$ cat src/rtl/axil_triggered_writer.sv
// Replays a programmed table of AXI-lite register writes each time a trigger pulse arrives.
// Latency: awvalid/wvalid rise the cycle after the trigger edge; done pulses the cycle after the last bvalid.
// Backpressure: each valid holds until its ready, bready holds until bvalid; triggers while active are dropped with an overrun pulse.
module axil_triggered_writer #(
    parameter int N_WRITES   = 8,
    parameter int ADDR_WIDTH = 32,
    parameter int DATA_WIDTH = 32,
    localparam int IDX_W     = (N_WRITES > 1) ? $clog2(N_WRITES) : 1
) (
    input  logic                      clock,
    input  logic                      reset,
    input  logic                      trigger,
    input  logic                      cfg_we,
    input  logic                      cfg_sel_count,
    input  logic [IDX_W-1:0]          cfg_index,
    input  logic [ADDR_WIDTH-1:0]     cfg_address,
    input  logic [DATA_WIDTH-1:0]     cfg_data,
    output logic                      busy,
    output logic                      done,
    output logic                      error,
    output logic                      overrun,
    // write address channel
    output logic                      awvalid,
    input  logic                      awready,
    output logic [ADDR_WIDTH-1:0]     awaddr,
    output logic [2:0]                awprot,
    // write data channel
    output logic                      wvalid,
    input  logic                      wready,
    output logic [DATA_WIDTH-1:0]     wdata,
    output logic [DATA_WIDTH/8-1:0]   wstrb,
    // write response channel
    input  logic                      bvalid,
    output logic                      bready,
    input  logic [1:0]                bresp,
    // read channels, unused by this initiator
    output logic                      arvalid,
    input  logic                      arready,
    output logic [ADDR_WIDTH-1:0]     araddr,
    output logic [2:0]                arprot,
    input  logic                      rvalid,
    output logic                      rready,
    input  logic [DATA_WIDTH-1:0]     rdata,
    input  logic [1:0]                rresp
);

    typedef enum logic [1:0] {
        IDLE   = 2'd0,
        ISSUE  = 2'd1,
        RESP   = 2'd2,
        FINISH = 2'd3
    } state_t;

    // Length needs one extra bit so that a full table (N_WRITES) is representable.
    localparam logic [IDX_W:0] N_MAX = (IDX_W+1)'(N_WRITES);

    state_t                  state;
    state_t                  state_nxt;
    logic [IDX_W-1:0]        idx;
    logic [IDX_W:0]          len;
    logic                    aw_done;
    logic                    w_done;
    logic                    fin_busy;
    logic                    aw_hs;
    logic                    w_hs;
    logic                    idx_last;
    logic                    cfg_ok;

    logic [ADDR_WIDTH-1:0]   tab_addr [N_WRITES];
    logic [DATA_WIDTH-1:0]   tab_data [N_WRITES];

    assign aw_hs    = awvalid && awready;
    assign w_hs     = wvalid && wready;
    assign idx_last = ({1'b0, idx} == (len - 1'b1));
    assign cfg_ok   = cfg_we && !busy;

    // Channel outputs: table entry at the current index, each valid until its own handshake.
    assign awvalid = (state == ISSUE) && !aw_done;
    assign wvalid  = (state == ISSUE) && !w_done;
    assign awaddr  = tab_addr[idx];
    assign wdata   = tab_data[idx];
    assign bready  = (state == RESP);
    assign awprot  = 3'b000;
    assign wstrb   = '1;
    assign done    = (state == FINISH);
    // A zero-length sequence passes through FINISH without ever looking busy.
    assign busy    = (state == ISSUE) || (state == RESP) || ((state == FINISH) && fin_busy);

    assign arvalid = 1'b0;
    assign araddr  = '0;
    assign arprot  = 3'b000;
    assign rready  = 1'b0;

    logic unused_rd;
    assign unused_rd = ^{arready, rvalid, rdata, rresp};

    // State register.
    always_ff @(posedge clock) begin
        if (reset) begin
            state <= IDLE;
        end else begin
            state <= state_nxt;
        end
    end

    // Next-state logic: one write in flight, advance after both AW and W have handshaken.
    always_comb begin
        state_nxt = state;
        case (state)
            IDLE: begin
                if (trigger) begin
                    state_nxt = (len != '0) ? ISSUE : FINISH;
                end
            end
            ISSUE: begin
                if ((aw_done || aw_hs) && (w_done || w_hs)) begin
                    state_nxt = RESP;
                end
            end
            RESP: begin
                if (bvalid) begin
                    state_nxt = idx_last ? FINISH : ISSUE;
                end
            end
            FINISH: begin
                state_nxt = IDLE;
            end
            default: begin
                state_nxt = IDLE;
            end
        endcase
    end

    // Sequence bookkeeping, status flags and the length register.
    always_ff @(posedge clock) begin
        if (reset) begin
            idx      <= '0;
            len      <= '0;
            aw_done  <= 1'b0;
            w_done   <= 1'b0;
            fin_busy <= 1'b0;
            error    <= 1'b0;
            overrun  <= 1'b0;
        end else begin
            overrun <= trigger && (state != IDLE);
            case (state)
                IDLE: begin
                    fin_busy <= 1'b0;
                    if (trigger && (len != '0)) begin
                        idx     <= '0;
                        error   <= 1'b0;
                        aw_done <= 1'b0;
                        w_done  <= 1'b0;
                    end
                end
                ISSUE: begin
                    if (aw_hs) aw_done <= 1'b1;
                    if (w_hs)  w_done  <= 1'b1;
                end
                RESP: begin
                    if (bvalid) begin
                        if (bresp != 2'b00) error <= 1'b1;
                        aw_done <= 1'b0;
                        w_done  <= 1'b0;
                        if (idx_last) begin
                            fin_busy <= 1'b1;
                        end else begin
                            idx <= idx + 1'b1;
                        end
                    end
                end
                FINISH: begin
                    fin_busy <= 1'b0;
                end
                default: begin
                    fin_busy <= 1'b0;
                end
            endcase
            if (cfg_ok && cfg_sel_count) begin
                len <= (cfg_data > DATA_WIDTH'(N_WRITES)) ? N_MAX : cfg_data[IDX_W:0];
            end
        end
    end

    // Write table: not reset, only writable while idle, out-of-range indices ignored.
    always_ff @(posedge clock) begin
        if (cfg_ok && !cfg_sel_count && ({1'b0, cfg_index} < N_MAX)) begin
            tab_addr[cfg_index] <= cfg_address;
            tab_data[cfg_index] <= cfg_data;
        end
    end

endmodule

$ cat config.mk
export PLATFORM = sky130hd
export DESIGN_NAME = axil_triggered_writer
export DESIGN_NICKNAME = d
export VERILOG_FILES = /design/src/rtl/axil_triggered_writer.sv
export SDC_FILE = /design/constraint.sdc
export NUM_CORES = 1
export LEC_CHECK = 0
export CAP_MARGIN = 5
export CORE_MARGIN = 2
export CORE_UTILIZATION = 56
export DETAILED_ROUTE_END_ITERATION = 10
export PLACE_DENSITY_LB_ADDON = 0.3
export SLEW_MARGIN = 0
export SYNTH_ARGS = -nofsm -noshare
export SYNTH_HDL_FRONTEND = slang
export SYNTH_SLANG_ARGS = --single-unit
$ cat constraint.sdc
create_clock -name clock -period 7.9 [get_ports clock]
set_input_delay 0.79 -clock clock [delete_from_list [all_inputs] [get_ports clock]]
set_output_delay 0.79 -clock clock [all_outputs]
set_load 0.1 [all_outputs]
==> impl_results.md <==
* Status: completed
* Final setup viols at 0
* EDFF count, synth at 512
* P_int at 5.025 mW
* Minimum clock period at 4.827 ns
* Setup TNS at 0 ns
* Pin count of the biggest net entering global routing at 97
* Maximum clock rate at 0.2072 GHz
* Post-Synth Simple-Gate Area at 1.767%
* Fraction of post-synthesis cell area in the top cell type by area at 74.35%
* Net Sw Frac at 26.63%
* Post-Syn Area at 20680 µm²
* WP data arrival at 4.04 ns
* Reg power frac at 46.9%
* Maximum VDD drop at 0.0003148 V
* CTS H-Tree Depth at 2
* Post-CTS Resized at 0
* Clock power share at 36.4%
* HPWL Detailed at 20420 µm
* Worst hold path cell count at 2
* Area Growth Syn to Fin at 17.21%
* Cts bufs inserted at 51
* Nets@finish at 1214
* Routed vias/inst at 5.848
* CP required at 7.11 ns
* Net Switching at 1.824 mW
* Worst hold path type: flop to flop
* Drt first pass iters at 5
* R2R cell count at 6
* Static Leakage at 7.540 nW
* Worst-path clk slew at 0.06 ns
* Critical Path Fanout Max at 96
* Post-Synth XOR/XNOR Area at 0.2118%
* Register bit total from synthesis at 529
* Crit-path slowest cell: clkdlybuf4s50_1
* Clk_lat worst skew at 0.58 ns
* Initial core utilization at 56.62%
* First-pass GRT wire length at 58880 µm
* CP Buf/Inv Count at 2
* Synth Flop Type: edfxtp_1
* Largest family of logic cells by synthesized area: multiplexers
* Root Buffer: clkbuf_16
* Yosys top cell by area: edfxtp_1
* Initial antenna violation count at 2
* Die X at 196.2 µm
* Worst reg-to-reg setup slack at 4.07 ns
* Core Box Area at 36520 µm²
* Drt initial violations at 717
* Post-DRT Antenna Nets at 0
* # IOs at 228
* Post-Syn Instances at 918
* Compound-Gate Fraction of Synth Area at 1.071%
* DRC at 0
* Vias in the first global route at 9884
* Layout cells sized above 1 at 26.21%
* CP Cell Sequence: buf_12 -> mux4_2 -> mux2_2 -> clkdlybuf4s50_1
* Rows at 70
* Die height at 196.2 µm
* CTS Hold Bufs at 0
* Netlist cell types at 52
* Clock Skew at 0.03019 ns
* Vias at 9368
* Max incr delay on CP at 1.00 ns
* Slew @ Worst Pin at 1.201 ns
* Commonest non-fill, non-tap cell in the layout: edfxtp_1
* Max Cap Viol at 0
* Dpl cells at 1508
* Most frequent cells in the layout: 512 x edfxtp_1, 147 x clkdlybuf4s50_1, 128 x mux4_2
* FILL cells at 2335
* Launching point of the worst reg2reg path: state[0]$_SDFFE_PP0P_
* Max Buffers Root-to-Sink at 3
* Crit-path leading delay family: buffers and inverters
* Die area at 38480 µm²
* Synth warn at 0
* Unrepaired setup endpoints after global routing: no
* Gr ovfl total at 0
* Crit path kind: flop to output pin
* Post-CTS Setup Inserts at 0
* Pwr dens at 282.6 nW/µm²
* Fin. max-slew vios at 0
* DR WL/cell at 24.18 µm
* Relative slew slack at 19.72%
* Multi-input logic area at 4564 µm²
* Crit share post-route at 61.10%
* Hold Crit Endpoint: error$_SDFFE_PP0P_
* Setup crit end kind: output pin
* Total Routing Usage GR at 20.66%
* Clock sink total at 529
* Syn avg cell area at 22.53 µm²
* Final WL at 38730 µm
* Port-buffer cells at 147
* Setup crit start kind: flop
* Register area at 15730 µm²
* Adder-cell share of the synthesized area at 0.4841%
* Hold wc startpoint: error$_SDFFE_PP0P_
* Fin cells at 1602
* Combinational share of power at 16.7%
* Mux share of post-synthesis cell area at 17.47%
* Most area-consuming cells after synthesis: edfxtp_1 74%, mux4_2 14%, mux2_2 3.5%
* Worst flop-to-flop path endpoint: tab_addr[3][3]$_DFFE_PP_
* Endpoints failing hold at 0
* Post-synthesis sequential area ratio at 76.00%
* Ys async rst share at 0%
* GP Congestion at 0.7491
* CTS tree: done
-- power groups by stage --
stage | clock (mW) | sequential (mW) | combinational, mW
6_report | 2.49 | 3.21 | 1.15
5_1_grt | 2.65 | 3.22 | 1.21
4_1_cts | 2.54 | 3.21 | 1.16
3_5_place_dp | 0 | 3.27 | 1.15
3_3_place_gp | 0 | 3.27 | 1.15
2_1_floorplan | 0 | 3.27 | 0.923
-- worst reg2reg max path, cell delays in order (launching register included) --
cell,delay [ns]
dfxtp_1,0.42
inv_1,0.09
ha_1,0.31
a21oi_1,0.40
nand4b_1,0.47
nor2_4,1.06
buf_4,0.70
-- per-layer routing --
metal | track usage, % | share of wire, % | vias up
met1 | 29.00 | 43 | 4910
met3 | 4.263 | 5.7 | 62
li1 | - | - | 4117
met2 | 33.49 | 50 | 275
met4 | 5.976 | 2.0 | 4
met5 | 0 | 0.077 | -
-- synth_stat cells, types with 2 or more instances --
cell type	n
o22ai_1	3
o31ai_1	3
nor4_1	8
nor2_1	12
nand2_1	9
inv_1	11
nor3_1	3
dfxtp_1	17
clkbuf_1	12
o32ai_1	2
mux4_2	128
buf_1	8
and3_1	2
buf_2	3
buf_6	12
a211oi_1	2
a21oi_1	7
xor2_1	2
conb_1	2
mux2_2	64
nand2b_1	5
buf_4	46
edfxtp_1	512
nand3_1	3
ha_1	8
and4_1	3
o311ai_0	3
nor2b_1	2
nand4_1	3
-- cell type report --
class | instances | share of cell area, %
tap | 468 | 2.416
sequential | 529 | 64.88
inverter | 11 | 0.1703
antenna | 1 | 0.01032
clock inverter | 32 | 1.626
clock buffer | 61 | 5.508
multi-input combinational | 339 | 18.83
timing repair buffer | 161 | 6.556
-- sequential cells by signal, indices dropped and copies added (netlist names), named ones only --
| name | cells |
|---|---|
| fin_busy | 1 |
| idx | 3 |
| state | 2 |
| aw_done | 1 |
| tab_addr | 256 |
| error | 1 |
| w_done | 1 |
| len | 4 |
| overrun | 1 |
| tab_data | 256 |
-- logic make-up (layout without fill, tap and decap cells) --
family,count (synthesis),after routing
muxes,193,193
and+or+nand+nor,61,61
other,2,45
AOI/OAI and AO/OA,30,30
DFF,529,529
buffers and inverters,92,265
adders and majority gates,8,8
xor gates and xnor gates,3,3
-- how the worst max path moves through the flow --
stage,startpoint,endpoint,slack [ns],depth (start not counted)
finish,flop,wdata[7],3.07,4
global route,flop,wdata[7],2.77,4
CTS,flop,wdata[23],2.95,4
detailed placement,flop,awaddr[6],3.58,4
global placement,flop,wdata[7],3.60,4
floorplan,state[0]$_SDFFE_PP0P_,tab_addr[0][0]$_DFFE_PP_,1.17,5
-- stage by stage --
stage / area, µm² / utilization, % / hold slack (ns) / total power [mW] / setup WS [ns]
floorplan: 20840 / - / 0.4486 / 4.196 / 1.172
global placement: 22510 / 61.62 / 0.4657 / 4.414 / 3.596
detailed placement: 22510 / 61.62 / 0.4641 / 4.427 / 3.583
CTS: 24240 / 66.36 / 0.4818 / 6.910 / 2.954
global route: 24240 / 66.36 / 0.5069 / 7.072 / 2.770
finish: 24240 / 66.37 / 0.4740 / 6.850 / 3.073
No activity file was read; power rests on OpenSTA's default activity.
